--- config.mk ---
export PLATFORM = sky130hd
export DESIGN_NAME = async_fifo_rd_ctrl_flat
export DESIGN_NICKNAME = d
export VERILOG_FILES = /design/src/rtl/async_fifo_rd_ctrl_pkg.sv /design/src/rtl/async_fifo_rd_ctrl_if.sv /design/src/rtl/async_fifo_rd_ctrl_gray_sync.sv /design/src/rtl/async_fifo_rd_ctrl.sv /design/src/flat_wrapper.sv
export SDC_FILE = /design/constraint.sdc
export NUM_CORES = 1
export LEC_CHECK = 0
export CORE_UTILIZATION = 50
export CTS_BUF_LIST = sky130_fd_sc_hd__clkbuf_4
export CTS_CLUSTER_DIAMETER = 50
export DETAILED_ROUTE_END_ITERATION = 16
export PLACE_DENSITY = 0.8
export REMOVE_ABC_BUFFERS = 1
export SETUP_SLACK_MARGIN = 0.15
export SYNTH_ARGS = -nofsm -noshare
export SYNTH_HDL_FRONTEND = slang
export SYNTH_SLANG_ARGS = --single-unit
--- constraint.sdc ---
create_clock -name clk -period 3.2 [get_ports clk]
set_input_delay 0.32 -clock clk [delete_from_list [all_inputs] [get_ports clk]]
set_output_delay 0.32 -clock clk [all_outputs]
set_load 0.05 [all_outputs]
--- src/rtl/async_fifo_rd_ctrl_pkg.sv ---
// Gray/binary pointer helpers shared by both sides of the dual-clock FIFO.
// Default address width and depth for the pointer controllers.
package fifo_ptr_pkg;

   localparam int DEF_AW = 4;
   localparam int DEPTH  = 2**DEF_AW;

   function automatic logic [31:0] wmask(input int w);
      return (w >= 32) ? '1 : ((32'd1 << w) - 32'd1);
   endfunction

   function automatic logic [31:0] bin2gray(input logic [31:0] b,
                                            input int w);
      return (b ^ (b >> 1)) & wmask(w);
   endfunction

   // XOR prefix from the MSB down
   function automatic logic [31:0] gray2bin(input logic [31:0] g,
                                            input int w);
      logic [31:0] b;
      b = g & wmask(w);
      for (int i = w - 2; i >= 0; i--)
         b[i] = b[i+1] ^ b[i];
      return b;
   endfunction

endpackage

--- src/rtl/async_fifo_rd_ctrl_if.sv ---
// Read-side handshake bundle: write pointer in, read pointer and status out.
// master = consumer side, slave = read pointer controller.
interface async_fifo_rd_ctrl_if
   import fifo_ptr_pkg::*;
#(
   parameter int AW = DEF_AW
) ();

   logic [AW:0]   wr_gptr_async;
   logic          rd_en;
   logic [AW:0]   rd_gptr;
   logic [AW-1:0] rd_addr;
   logic          empty;
   logic [AW:0]   rd_count;
   logic          rd_ok;
   logic          rd_underflow;
   logic          ptr_err;

   modport master (
      output wr_gptr_async, rd_en,
      input  rd_gptr, rd_addr, empty, rd_count,
      input  rd_ok, rd_underflow, ptr_err
   );

   modport slave (
      input  wr_gptr_async, rd_en,
      output rd_gptr, rd_addr, empty, rd_count,
      output rd_ok, rd_underflow, ptr_err
   );

endinterface

--- src/rtl/async_fifo_rd_ctrl_gray_sync.sv ---
// Multi-flop synchronizer for a Gray-coded pointer.
// Reused by the write side to bring rd_gptr across.
module gray_sync #(
   parameter int W      = 5,
   parameter int STAGES = 2
) (
   input  logic         clk,
   input  logic         rst,
   input  logic [W-1:0] d,
   output logic [W-1:0] q
);

   logic [W-1:0] chain [STAGES];

   // shift the Gray value down the chain, cleared by async reset
   always_ff @(posedge clk or negedge rst) begin
      if (!rst) begin
         for (int i = 0; i < STAGES; i++)
            chain[i] <= '0;
      end else begin
         chain[0] <= d;
         for (int i = 1; i < STAGES; i++)
            chain[i] <= chain[i-1];
      end
   end

   assign q = chain[STAGES-1];

endmodule

--- src/rtl/async_fifo_rd_ctrl.sv ---
// Read-side pointer controller of a dual-clock FIFO.
// Optional occupancy sanity check: define OCC_CHECK_EN.
module async_fifo_rd_ctrl
   import fifo_ptr_pkg::*;
#(
   parameter int AW          = DEF_AW,
   parameter int SYNC_STAGES = 2
) (
   input logic                 clk,
   input logic                 rst,
   async_fifo_rd_ctrl_if.slave bus
);

   localparam logic [AW:0] FULL = (AW+1)'(2**AW);

   logic [AW:0] wr_gptr_s;
   logic [AW:0] wr_bptr_s;
   logic [AW:0] rd_bptr;
   logic [AW:0] rd_bptr_nxt;
   logic [AW:0] rd_gptr_nxt;
   logic [AW:0] rd_gptr_q;
   logic [AW:0] diff;
   logic [AW:0] cnt_nxt;
   logic [AW:0] cnt_q;
   logic        empty_q;
   logic        rd_ok;

   gray_sync #(
      .W      (AW+1),
      .STAGES (SYNC_STAGES)
   ) u_sync (
      .clk (clk),
      .rst (rst),
      .d   (bus.wr_gptr_async),
      .q   (wr_gptr_s)
   );

   // pointer arithmetic for this cycle's pop
   always_comb begin
      wr_bptr_s   = (AW+1)'(gray2bin(32'(wr_gptr_s), AW+1));
      rd_ok       = bus.rd_en & ~empty_q;
      rd_bptr_nxt = rd_bptr + {{AW{1'b0}}, rd_ok};
      rd_gptr_nxt = (AW+1)'(bin2gray(32'(rd_bptr_nxt), AW+1));
      diff        = wr_bptr_s - rd_bptr_nxt;
   end

`ifdef OCC_CHECK_EN
   logic err_q;
   logic err_nxt;

   // flag impossible occupancy and clamp the count while flagged
   always_comb begin
      err_nxt = err_q | (diff > FULL);
      cnt_nxt = err_nxt ? FULL : diff;
   end

   // sticky corruption flag
   always_ff @(posedge clk or negedge rst) begin
      if (!rst)
         err_q <= 1'b0;
      else
         err_q <= err_nxt;
   end

   assign bus.ptr_err = err_q;
`else
   // raw occupancy, no checking
   always_comb begin
      cnt_nxt = diff;
   end

   assign bus.ptr_err = 1'b0;
`endif

   // read pointer, its Gray copy, empty and count
   always_ff @(posedge clk or negedge rst) begin
      if (!rst) begin
         rd_bptr   <= '0;
         rd_gptr_q <= '0;
         empty_q   <= 1'b1;
         cnt_q     <= '0;
      end else begin
         rd_bptr   <= rd_bptr_nxt;
         rd_gptr_q <= rd_gptr_nxt;
         empty_q   <= (rd_gptr_nxt == wr_gptr_s);
         cnt_q     <= cnt_nxt;
      end
   end

   assign bus.rd_gptr      = rd_gptr_q;
   assign bus.rd_addr      = rd_bptr[AW-1:0];
   assign bus.empty        = empty_q;
   assign bus.rd_count     = cnt_q;
   assign bus.rd_ok        = rd_ok;
   assign bus.rd_underflow = bus.rd_en & empty_q;

endmodule

--- src/flat_wrapper.sv ---
// flat-port wrapper written by rule: the top's interface ports become plain ports
module async_fifo_rd_ctrl_flat import fifo_ptr_pkg::*;
#(
   parameter int AW          = DEF_AW,
   parameter int SYNC_STAGES = 2
)
  (clk, rst, bus_wr_gptr_async, bus_rd_en, bus_rd_gptr, bus_rd_addr, bus_empty, bus_rd_count, bus_rd_ok, bus_rd_underflow, bus_ptr_err);
  async_fifo_rd_ctrl_if #(.AW(AW)) bus_i ();
  input logic clk;
  input logic rst;
  input wire logic [$bits(bus_i.wr_gptr_async)-1:0] bus_wr_gptr_async;
  input wire logic [$bits(bus_i.rd_en)-1:0] bus_rd_en;
  output wire logic [$bits(bus_i.rd_gptr)-1:0] bus_rd_gptr;
  output wire logic [$bits(bus_i.rd_addr)-1:0] bus_rd_addr;
  output wire logic [$bits(bus_i.empty)-1:0] bus_empty;
  output wire logic [$bits(bus_i.rd_count)-1:0] bus_rd_count;
  output wire logic [$bits(bus_i.rd_ok)-1:0] bus_rd_ok;
  output wire logic [$bits(bus_i.rd_underflow)-1:0] bus_rd_underflow;
  output wire logic [$bits(bus_i.ptr_err)-1:0] bus_ptr_err;
  assign bus_i.wr_gptr_async = bus_wr_gptr_async;
  assign bus_i.rd_en = bus_rd_en;
  assign bus_rd_gptr = bus_i.rd_gptr;
  assign bus_rd_addr = bus_i.rd_addr;
  assign bus_empty = bus_i.empty;
  assign bus_rd_count = bus_i.rd_count;
  assign bus_rd_ok = bus_i.rd_ok;
  assign bus_rd_underflow = bus_i.rd_underflow;
  assign bus_ptr_err = bus_i.ptr_err;
  async_fifo_rd_ctrl #(.AW(AW), .SYNC_STAGES(SYNC_STAGES)) u_core (.clk(clk), .rst(rst), .bus(bus_i));
endmodule
### Word-level counts from Yosys, hierarchy flattened

Cells that the tools add are included.

* flip-flop bits (word level): 26
* input bits: 8
* output and inout port bits: 18
* word-level logic and storage cells: 17

* $add $sub $neg: 2
* eq/ne operators: 1
* bitwise gates (word level): 8

Operator list (number)
* $add A5 B1 Y5: 1
* $eq A5 B5 Y1: 1
* $sub A5 B5 Y5: 1
* $xor A5 B4 Y5: 1
* $xor A1 B1 Y1: 4
* $and A1 B1 Y1: 2
* $not A1 Y1: 1

### Depth between registers and ports, before layout

Gate-level depths: netlist (run 1).

* word-level depth: 5
* gate-level depth with buffers: 10

### By module

From an unflattened synthesis (run 1), not the netlist that was laid out.

* cells, all modules: 85
* area, all modules: 1131.1 µm²

By module, submodules not included
* async_fifo_rd_ctrl: instances 1, cells each 70, area an instance 843.3 µm², sequential area each 376.6 µm²
* gray_sync: instances 1, cells each 15, area an instance 287.8 µm², sequential area each 250.2 µm²

### Worst setup path after synthesis (run 1)

OpenSTA, ideal clock, no wires.

* path kind: reg2reg
* start point: register u_core.empty_q (netlist: u_core.bus.empty)
* end point: register u_core.cnt_q[4] (netlist: u_core.bus.rd_count[4])
* arrival time: 2.939 ns
* data required time: 3.077 ns
* path slack: 0.138 ns
* stages on the path, launching flop included: 9
* path buffers: 0
* path through: dfstp_2 > nor2b_1 > ha_1 > ha_1 > xnor2_1 > ha_1 > a21oi_1 > maj3_1 > xnor2_1

* longest elaborated chain between the ends: 4

RTL lines
* from (decl): RTL line async_fifo_rd_ctrl.sv:25 `logic empty_q;`
* from (signal assigned): RTL line async_fifo_rd_ctrl.sv:85 `empty_q <= (rd_gptr_nxt == wr_gptr_s);`
* $not A1 Y1: RTL line async_fifo_rd_ctrl.sv:41 `rd_ok = bus.rd_en & ~empty_q;`
* $and A1 B1 Y1: RTL line async_fifo_rd_ctrl.sv:41
* net bus_rd_ok: RTL line flat_wrapper.sv:17 `output wire logic [$bits(bus_i.rd_ok)-1:0] bus_rd_ok;`
* $add A5 B1 Y5: RTL line async_fifo_rd_ctrl.sv:42 `rd_bptr_nxt = rd_bptr + {{AW{1'b0}}, rd_ok};`
* $sub A5 B5 Y5: RTL line async_fifo_rd_ctrl.sv:44 `diff = wr_bptr_s - rd_bptr_nxt;`
* net u_core.cnt_nxt[4]: RTL line async_fifo_rd_ctrl.sv:23 `logic [AW:0] cnt_nxt;`
* to (signal assigned): RTL line async_fifo_rd_ctrl.sv:86 `cnt_q <= cnt_nxt;`
* to (decl): RTL line async_fifo_rd_ctrl.sv:24 `logic [AW:0] cnt_q;`

The timed path passes the listed nets, and every way through them passes these cells.

### Worst setup path in the final report (run 1)

* start point: register u_core.u_sync.chain (netlist bit u_core.u_sync.q[4])
* end point: register u_core.cnt_q[4] (netlist: u_core.bus.rd_count[4])

* longest elaborated chain between the ends: 5

RTL lines
* from (decl): RTL line async_fifo_rd_ctrl_gray_sync.sv:13 `logic [W-1:0] chain [STAGES];`
* from (signal, indexed assignment): RTL line async_fifo_rd_ctrl_gray_sync.sv:23 `chain[i] <= chain[i-1];`
* $xor A1 B1 Y1 (4 in a row): RTL line async_fifo_rd_ctrl_pkg.sv:23 `b[i] = b[i+1] ^ b[i];`
* $sub A5 B5 Y5 *: RTL line async_fifo_rd_ctrl.sv:44
* net u_core.cnt_nxt[4]: RTL line async_fifo_rd_ctrl.sv:23

Mark *: on every way through the listed nets, which the timed path passes. The rest lies on a longest branch.

==> impl_metrics.yaml, run 1 <==
sta:
  slew_headroom: 0.301
  rsz0062_at_grt: "false"
  hold_viol_final: 0
  fin_skew_ns: 0.0139
  setup_tns_ns: 0
  maxSlewViolCount: 0
  fmax_mhz: 372
  fin_crit_sh: 0.839
  finalCriticalPeriod_ns: 2.69
  setup_viol: 0
  worst_slew_pin_slew_ns: 1.04
yosys:
  ys_top_cells_by_area: "dfrtp_1 55%, xnor2_1 9.6%, ha_1 5.7%, xor2_1 5.6%, dfstp_2 2.4%"
  synth_top_family_by_area: "XOR/XNOR gates"
  synth_ff_type: "dfrtp_1"
  synth.area.mux_share: 0.00915
  synth_seq_area_share: 0.573
  yosys.area_share.xor_xnor: 0.196
  async_reset_ff_frac: 1.00
  ys_seq_elements: 25
  synth_fa_ha_area_frac: 0.0847
  ys_warn_count: 0
  synth_cell_types: 28
  synth-edff-count: 0
  yosysTopAreaCellShare: 0.549
  synth_top_cells_by_count: "24 x dfrtp_1, 12 x xnor2_1, 7 x xor2_1"
  synth-compound-area-share: 0.0584
  synth.most_common_cell: "dfrtp_1"
  syn_area_sq_mm: 0.00109
  synth_area_leader_cell: "dfrtp_1"
  syn-instance-count: 80
  syn-mean-instance-area_sq_um: 13.7
  synth-simple-area-share: 0.0515
critical_path:
  cp.required_ns: 3.45
  path_max_fanout: 3
  critical-path-top-delay-family: "XOR/XNOR gates"
  crit_arrival_ns: 2.94
  worst-path-stages: 10
  rr_worst_depth: 10
  max_stage_delay_ns: 0.42
  start_kind: "register"
  worstPathCellList: "xnor2_1, xnor2_1, xor2_1, xnor2_1, ha_1, inv_1, fa_1, a21oi_1, maj3_1, xnor2_1"
  crit_slowest_cell: "dfrtp_1"
  reg2reg_from: "u_core.u_sync.q[4]"
  crit_path_start: "u_core.u_sync.q[4]"
  worst_path_most_repeated_cell: "xnor2_1"
  cp_num_buf_inv: 1
  crit_type: "register to register"
  end_kind: "register"
detailed_routing:
  drc: 0
  drtPass1Iterations: 4
  postRouteAntennaNets: 0
  num_vias: 631
  drt-initial-drc-count: 5
  vias_per_cell: 4.74
  totalWireLength_um: 1540
  avgRoutedWirePerCell_um: 11.6
cts:
  cts-root-buf: "clkbuf_4"
  cts_buffers: 3
  clk_pin_slew_ns: 0.14
  cts_tree: "built"
  cts-resized-gates: 0
  clock_sinks: 25
  cts_hold_buf: 0
  clock_latency_ns: 0.31
  clock_path_buffers: 2
  cts_setup_buffers: 0
  cts_max_level: 1
die:
  initial_utilization: 0.546
  die_area_sq_mm: 0.00238
  ioPinCount: 26
  die_w_um: 48.8
  core_sq_mm: 0.00200
  die_y_um: 48.8
  core.rowCount: 16
grt:
  grt_max_degree: 26
  antenna_found_initial: 0
  grt_pass1_vias: 636
  grt_usage: 0.159
  grt.overflow.total: 0
  grt_pass1_wl_um: 2790
cells_and_area:
  syn_to_final_growth_pct: 26.8
  drive_above_1_share: 0.0660
  final_net_count: 121
  fill_cells: 147
  diodes: 0
hold_path:
  hp-class: "register to register"
  hp-start: "u_core.u_sync.chain[6]"
  worstHoldPathCells: 0
run_status:
  outcome: "completed"
placement:
  hpwl_um: 1150
  gp_congestion: 0.812
  port-buffer-count: 24
run:
  maxCapViolCount: 0
==> worst paths after layout <==
path	slack, ns	endpoint
worst max-delay path	0.51	u_core.bus.rd_count[4]
worst min-delay path	0.36	u_core.u_sync.q[1]
worst max register to register	0.51	u_core.bus.rd_count[4]
worst min register to register	0.36	u_core.u_sync.q[1]
max in group asynchronous	2.00	u_core.rd_bptr[2]
min in group asynchronous	0.56	u_core.rd_bptr[0]
==> worst register-to-register path: stages (launching register included) <==
cell and delay [ns]:
dfrtp_1 0.42, xnor2_1 0.36, xnor2_1 0.21, xor2_1 0.35
xnor2_1 0.17, ha_1 0.17, inv_1 0.06, fa_1 0.39
a21oi_1 0.18, maj3_1 0.20, xnor2_1 0.11
==> stage by stage <==
stage                     hold slack (ns)  utilization  cells  cell area [sq um]  setup slack (ns)
final                               0.363        0.693    133               1390             0.514
after global routing                0.374        0.693    133               1390             0.253
after CTS                           0.366        0.693    133               1390             0.500
after detailed placement            0.336        0.678    129               1360             0.363
after global placement              0.333        0.678    129               1360             0.442
after floorplan                    0.0244            -     78               1080             0.138
==> cell families (layout without fill, tap and decap cells) <==
| kind of cell | count (synthesis) | count (layout) |
|---|---|---|
| xor gates and xnor gates | 21 | 21 |
| AOI/OAI and AO/OA | 9 | 9 |
| adders and majority gates | 7 | 7 |
| buffers and inverters | 6 | 32 |
| other | 1 | 1 |
| and+or+nand+nor | 10 | 10 |
| muxes | 1 | 1 |
| DFF | 25 | 25 |
==> cell usage in the layout, fill, tap and decap left out, drive strengths merged, types with 2 or more instances in the layout <==
cell type and instances:
a21oi 2, inv 4, clkdlybuf4s50 24, ha 5, xnor2 12, dfrtp 24
xor2 7, a21boi 2, nand3 2, nor2 2, clkbuf 4, and2 2
==> flip-flops by register name, indices dropped and copies added (netlist names) <==
signal and count:
u_core.bus.empty 1, u_core.bus.rd_count 5, u_core.bus.rd_gptr 4, u_core.rd_bptr 5, u_core.u_sync.chain 5, u_core.u_sync.q 5
==> metal layers <==
metal | GRT usage | vias up | wire, um
met5 | 0 | - | 0
met4 | 0.0735 | 0 | 14
met3 | 0.0283 | 2 | 74
li1 | - | 311 | -
met1 | 0.203 | 293 | 706
met2 | 0.262 | 25 | 747
==> final cells by class <==
cell class                 count  area, sq um  share of cell area
sequential                    25          627               0.452
multi-input combinational     49          440               0.318
timing repair buffer          24          240               0.173
tap                           27         33.8              0.0244
clock buffer                   4         30.0              0.0217
inverter                       4         15.0              0.0108
Power of run 1 is left out: the tool's default activity adds up to more than one toggle a clock period on the data nets, which glitch-free logic cannot reach.
==> inputs of run 2 (changes only) <==
--- a/config.mk
+++ b/config.mk
@@ -5,11 +5,11 @@
 export SDC_FILE = /design/constraint.sdc
 export NUM_CORES = 1
 export LEC_CHECK = 0
-export CORE_UTILIZATION = 50
+export CORE_UTILIZATION = 45
 export CTS_BUF_LIST = sky130_fd_sc_hd__clkbuf_4
 export CTS_CLUSTER_DIAMETER = 50
 export DETAILED_ROUTE_END_ITERATION = 16
-export PLACE_DENSITY = 0.8
+export PLACE_DENSITY = 0.76
 export REMOVE_ABC_BUFFERS = 1
 export SETUP_SLACK_MARGIN = 0.15
 export SYNTH_ARGS = -nofsm -noshare
==> constraint.sdc (replaced) <==
create_clock -name clk -period 2.2 [get_ports clk]
set_input_delay 0.22 -clock clk [delete_from_list [all_inputs] [get_ports clk]]
set_output_delay 0.22 -clock clk [all_outputs]
set_load 0.05 [all_outputs]
==> run 2 against run 1 <==
The run now ends with setup timing left. Register-to-register slack worse by 0.62 ns. Hold slack worse by 0.13 ns. Critical path type unchanged. Sequential share of layout area down 7.2 points. Setup slack lost 0.62 ns. Clock-buffer cell count is the same. Utilization up 3.8 points. Wire length up 34%. Fmax rose by 16%. Sequential cell count is the same. Global-route usage rose by 2.9 points. Cell area grew 19%. Die area increased by 11%.
==> impl_metrics.yaml, run 2 (synthesis gave the netlist of run 1 again) <==
detailed_routing:
  drt-initial-drc-count: 1
  num_vias: 762
  avgRoutedWirePerCell_um: 13.1
  totalWireLength_um: 2080
  drc: 0
  drtPass1Iterations: 2
  vias_per_cell: 4.79
  postRouteAntennaNets: 0
sta:
  hold_viol_final: 0
  rsz0062_at_grt: "true"
  setup_viol: 2
  fmax_mhz: 433
  setup_tns_ns: -0.198
  timing.final.ws_setup_ns: -0.107
  worst_slew_pin_slew_ns: 0.499
  slew_headroom: 0.666
  fin_skew_ns: 0.00776
  finalCriticalPeriod_ns: 2.31
  fin_crit_sh: 1.05
  maxSlewViolCount: 0
cells_and_area:
  final_cell_mix: "24 x dfrtp_1, 22 x clkdlybuf4s50_1, 22 x buf_4"
  drive_above_1_share: 0.351
  diodes: 0
  fill_cells: 161
  postLayoutCellArea_sq_mm: 0.00165
  final_core_utilization: 0.731
  final_common_cell: "dfrtp_1"
  syn_to_final_growth_pct: 50.7
  final_net_count: 146
critical_path:
  path_max_fanout: 2
  cp.required_ns: 2.45
  crit_type: "register to register"
  worstPathCellList: "xnor2_2, xnor2_2, xor2_2, xnor2_1, ha_2, inv_2, fa_2, a21oi_2, maj3_2, xnor2_1"
  start_kind: "register"
  crit_slowest_cell: "dfrtp_1"
  crit_arrival_ns: 2.56
  end_kind: "register"
  max_stage_delay_ns: 0.44
run_status:
  violations: "setup timing"
  outcome: "finished with violations"
cts:
  clk_pin_slew_ns: 0.13
  clock_sinks: 25
  cts_max_level: 1
  clock_path_buffers: 2
  cts_buffers: 3
  cts-root-buf: "clkbuf_4"
  clock_latency_ns: 0.32
  cts_tree: "built"
die:
  core.rowCount: 17
  ioPinCount: 26
  die_area_sq_mm: 0.00263
  die_w_um: 51.3
  die_y_um: 51.3
  core_sq_mm: 0.00225
  initial_utilization: 0.485
grt:
  grt_busiest_layer: "met2"
  grt_pass1_vias: 831
  grtUsageMet1: 0.195
  grtUsageMet3: 0.0298
  grt_use_met2: 0.351
  antenna_found_initial: 0
  grt_max_degree: 26
  grt_usage: 0.188
  grt_pass1_wl_um: 3510
  grt.overflow.total: 0
hold_path:
  hp-class: "input pin to asynchronous set/reset pin"
placement:
  hpwl_um: 1450
  post-place-ws_ns: -0.260
  dpl_cell_area_sq_mm: 0.00150
  gp_congestion: 0.830
  port-buffer-count: 24
run:
  maxCapViolCount: 0
==> run 2: cell types whose count changed in the layout (fill, tap and decap cells not counted), sizes merged <==
cell           before  now
clkdlybuf4s50      24   22
buf                 0   26
dlymetal6s2s        0    1
==> run 2: stage by stage <==
| stage | hold slack, ns | std cells |
|---|---|---|
| detailed placement | 0.336 | 149 |
| global placement | 0.332 | 149 |
| global route | 0.260 | 159 |
| CTS | 0.238 | 157 |
| floorplan | -0.0756 | 78 |
| finish | 0.235 | 159 |
==> run 2: final timing paths <==
check	from	to	slack, ns	cells after the start
worst max-delay path	u_core.u_sync.q[4]	u_core.bus.rd_count[4]	-0.11	10
worst min-delay path	rst	u_core.u_sync.chain[7]	0.24	2
worst max register to register	u_core.u_sync.q[4]	u_core.bus.rd_count[4]	-0.11	10
worst min register to register	u_core.u_sync.chain[9]	u_core.u_sync.q[4]	0.36	0
max in group asynchronous	rst	u_core.bus.empty	1.68	2
min in group clk	bus_wr_gptr_async[2]	u_core.u_sync.chain[7]	0.32	1
==> run 2: metal layers <==
metal	vias up	part of all wire
met3	8	0.035
met4	0	0.035
met5	-	0
met1	367	0.38
met2	26	0.55
li1	361	-
==> run 2: layout make-up <==
class,instances,area [sq um],share of cell area
Multi-Input combinational cell,49,498,0.302
Clock buffer,4,30.0,0.0182
Timing Repair Buffer,49,443,0.269
Inverter,4,15.0,0.00911
Sequential cell,25,627,0.380
Tap cell,28,35.0,0.0213
==> run 2: what timing repair did <==
action	4_1_cts	5_1_grt
setup endpoints to repair	5	6
gates resized for setup	10	10
pin swaps	6	10
buffers inserted	4	2
hold buffers	0	0
==> run 2: worst max-delay path: cells and delay by family (launching register included) <==
| family | cells | cell delay, ns |
|---|---|---|
| AOI/OAI and AO/OA | 1 | 0.15 |
| xor gates and xnor gates | 5 | 0.86 |
| buffers and inverters | 1 | 0.04 |
| DFF | 1 | 0.44 |
| adders and majority gates | 3 | 0.74 |
Power of run 2 is left out for the same reason.
==> inputs of run 3 (changes only) <==
--- a/config.mk
+++ b/config.mk
@@ -5,6 +5,7 @@
 export SDC_FILE = /design/constraint.sdc
 export NUM_CORES = 1
 export LEC_CHECK = 0
+export ABC_CLOCK_PERIOD_IN_PS = 2200
 export CORE_UTILIZATION = 45
 export CTS_BUF_LIST = sky130_fd_sc_hd__clkbuf_4
 export CTS_CLUSTER_DIAMETER = 50
@@ -12,6 +13,7 @@
 export PLACE_DENSITY = 0.76
 export REMOVE_ABC_BUFFERS = 1
 export SETUP_SLACK_MARGIN = 0.15
+export SKIP_CTS_REPAIR_TIMING = 1
 export SYNTH_ARGS = -nofsm -noshare
 export SYNTH_HDL_FRONTEND = slang
 export SYNTH_SLANG_ARGS = --single-unit
==> run 3 against run 2 <==
The run still ends with setup timing left. Sequential share of layout area increased by 1.4 points. Fmax increased by 0.25%. Cell area decreased by 3.6%. Hold slack got worse by 0.0014 ns. Clock skew decreased by 0.0026 ns. Register-to-register slack about the same.
==> impl_metrics.yaml, run 3 (synthesis gave the netlist of run 1 again) <==
die:
  die_w_um: 51.3
  core.rowCount: 17
  ioPinCount: 26
  core_sq_mm: 0.00225
  die_area_sq_mm: 0.00263
  initial_utilization: 0.485
  die_y_um: 51.3
hold_path:
  hp-class: "input pin to asynchronous set/reset pin"
grt:
  antenna_found_initial: 0
  grt.overflow.total: 0
  grt_pass1_vias: 810
  grt_max_degree: 26
  grt_usage: 0.174
  grt_pass1_wl_um: 3270
detailed_routing:
  drt-initial-drc-count: 9
  postRouteAntennaNets: 0
  num_vias: 753
  totalWireLength_um: 1900
  vias_per_cell: 4.80
  avgRoutedWirePerCell_um: 12.1
  drtPass1Iterations: 3
  drc: 0
critical_path:
  r2r_setup_slack_ns: -0.10
  cp.required_ns: 2.46
  crit_path_start: "u_core.u_sync.q[3]"
  path_max_fanout: 2
  crit_type: "register to register"
  end_kind: "register"
  critical-path-top-delay-family: "XOR/XNOR gates"
  reg2reg_from: "u_core.u_sync.q[3]"
  crit_arrival_ns: 2.56
  start_kind: "register"
  worstPathCellList: "xnor2_2, xnor2_2, xor2_1, xnor2_1, ha_2, inv_2, fa_2, a21oi_2, maj3_1, xnor2_1"
  max_stage_delay_ns: 0.43
  crit_slowest_cell: "dfrtp_1"
  cp_num_buf_inv: 1
placement:
  dp.cells: 149
  gp_congestion: 0.830
  port-buffer-count: 24
  post-place-ws_ns: -0.260
  hpwl_um: 1450
sta:
  finalCriticalPeriod_ns: 2.30
  fmax_mhz: 435
  fin_skew_ns: 0.00513
  setup_viol: 2
  fin_crit_sh: 1.05
  rsz0062_at_grt: "true"
  maxSlewViolCount: 0
  timing.final.ws_setup_ns: -0.101
  setup_tns_ns: -0.197
  worst_slew_pin_slew_ns: 0.499
  hold_viol_final: 0
  slew_headroom: 0.666
  hold_ws_ns: 0.234
cells_and_area:
  diodes: 0
  final_cell_mix: "24 x buf_4, 24 x dfrtp_1, 22 x clkdlybuf4s50_1"
  stdcell_count: 157
  final_net_count: 144
  fill_cells: 171
  drive_above_1_share: 0.295
  syn_to_final_growth_pct: 45.2
cts:
  cts-root-buf: "clkbuf_4"
  cts_tree: "built"
  clk_pin_slew_ns: 0.13
  cts_buffers: 3
  cts_max_level: 1
  clock_path_buffers: 2
  clock_sinks: 25
  clock_latency_ns: 0.32
run:
  maxCapViolCount: 0
run_status:
  outcome: "finished with violations"
  violations: "setup timing"
==> run 3: cell types whose count changed in the layout (fill, tap and decap cells not counted), sizes merged <==
| cell | before | now |
|---|---|---|
| buf | 26 | 24 |
==> run 3: layout make-up <==
cell class              count  area, sq um  area share
clock buffers               4         30.0      0.0189
flip-flops and latches     25          627       0.395
repair buffers             47          413       0.260
well taps                  28         35.0      0.0221
inverters                   4         15.0     0.00946
multi-input cells          49          468       0.295
==> run 3: worst paths after layout <==
| kind | to | depth (start not counted) |
|---|---|---|
| worst max-delay path | u_core.bus.rd_count[4] | 10 |
| worst min-delay path | u_core.u_sync.chain[7] | 2 |
| worst max register to register | u_core.bus.rd_count[4] | 10 |
| worst min register to register | u_core.u_sync.q[4] | 0 |
| max in group asynchronous | u_core.bus.empty | 2 |
| min in group clk | u_core.u_sync.chain[7] | 1 |
==> run 3: worst reg2reg max path, stage by stage, from the launching register on <==
cell	delay (ns)
dfrtp_1	0.43
xnor2_2	0.22
xnor2_2	0.15
xor2_1	0.25
xnor2_1	0.16
ha_2	0.19
inv_2	0.04
fa_2	0.34
a21oi_2	0.15
maj3_1	0.20
xnor2_1	0.11
==> run 3: metal layers <==
layer  wire length, um  track usage
met5                 0            0
met4                65        0.108
met3                65       0.0298
met2               982        0.336
met1               785        0.168
==> run 3: through the flow <==
stage	instance area (sq um)	util
floorplan	1080	-
global placement	1500	0.664
detailed placement	1500	0.664
CTS	1530	0.678
global route	1590	0.704
finish	1590	0.704
Power of run 3 is left out for the same reason.
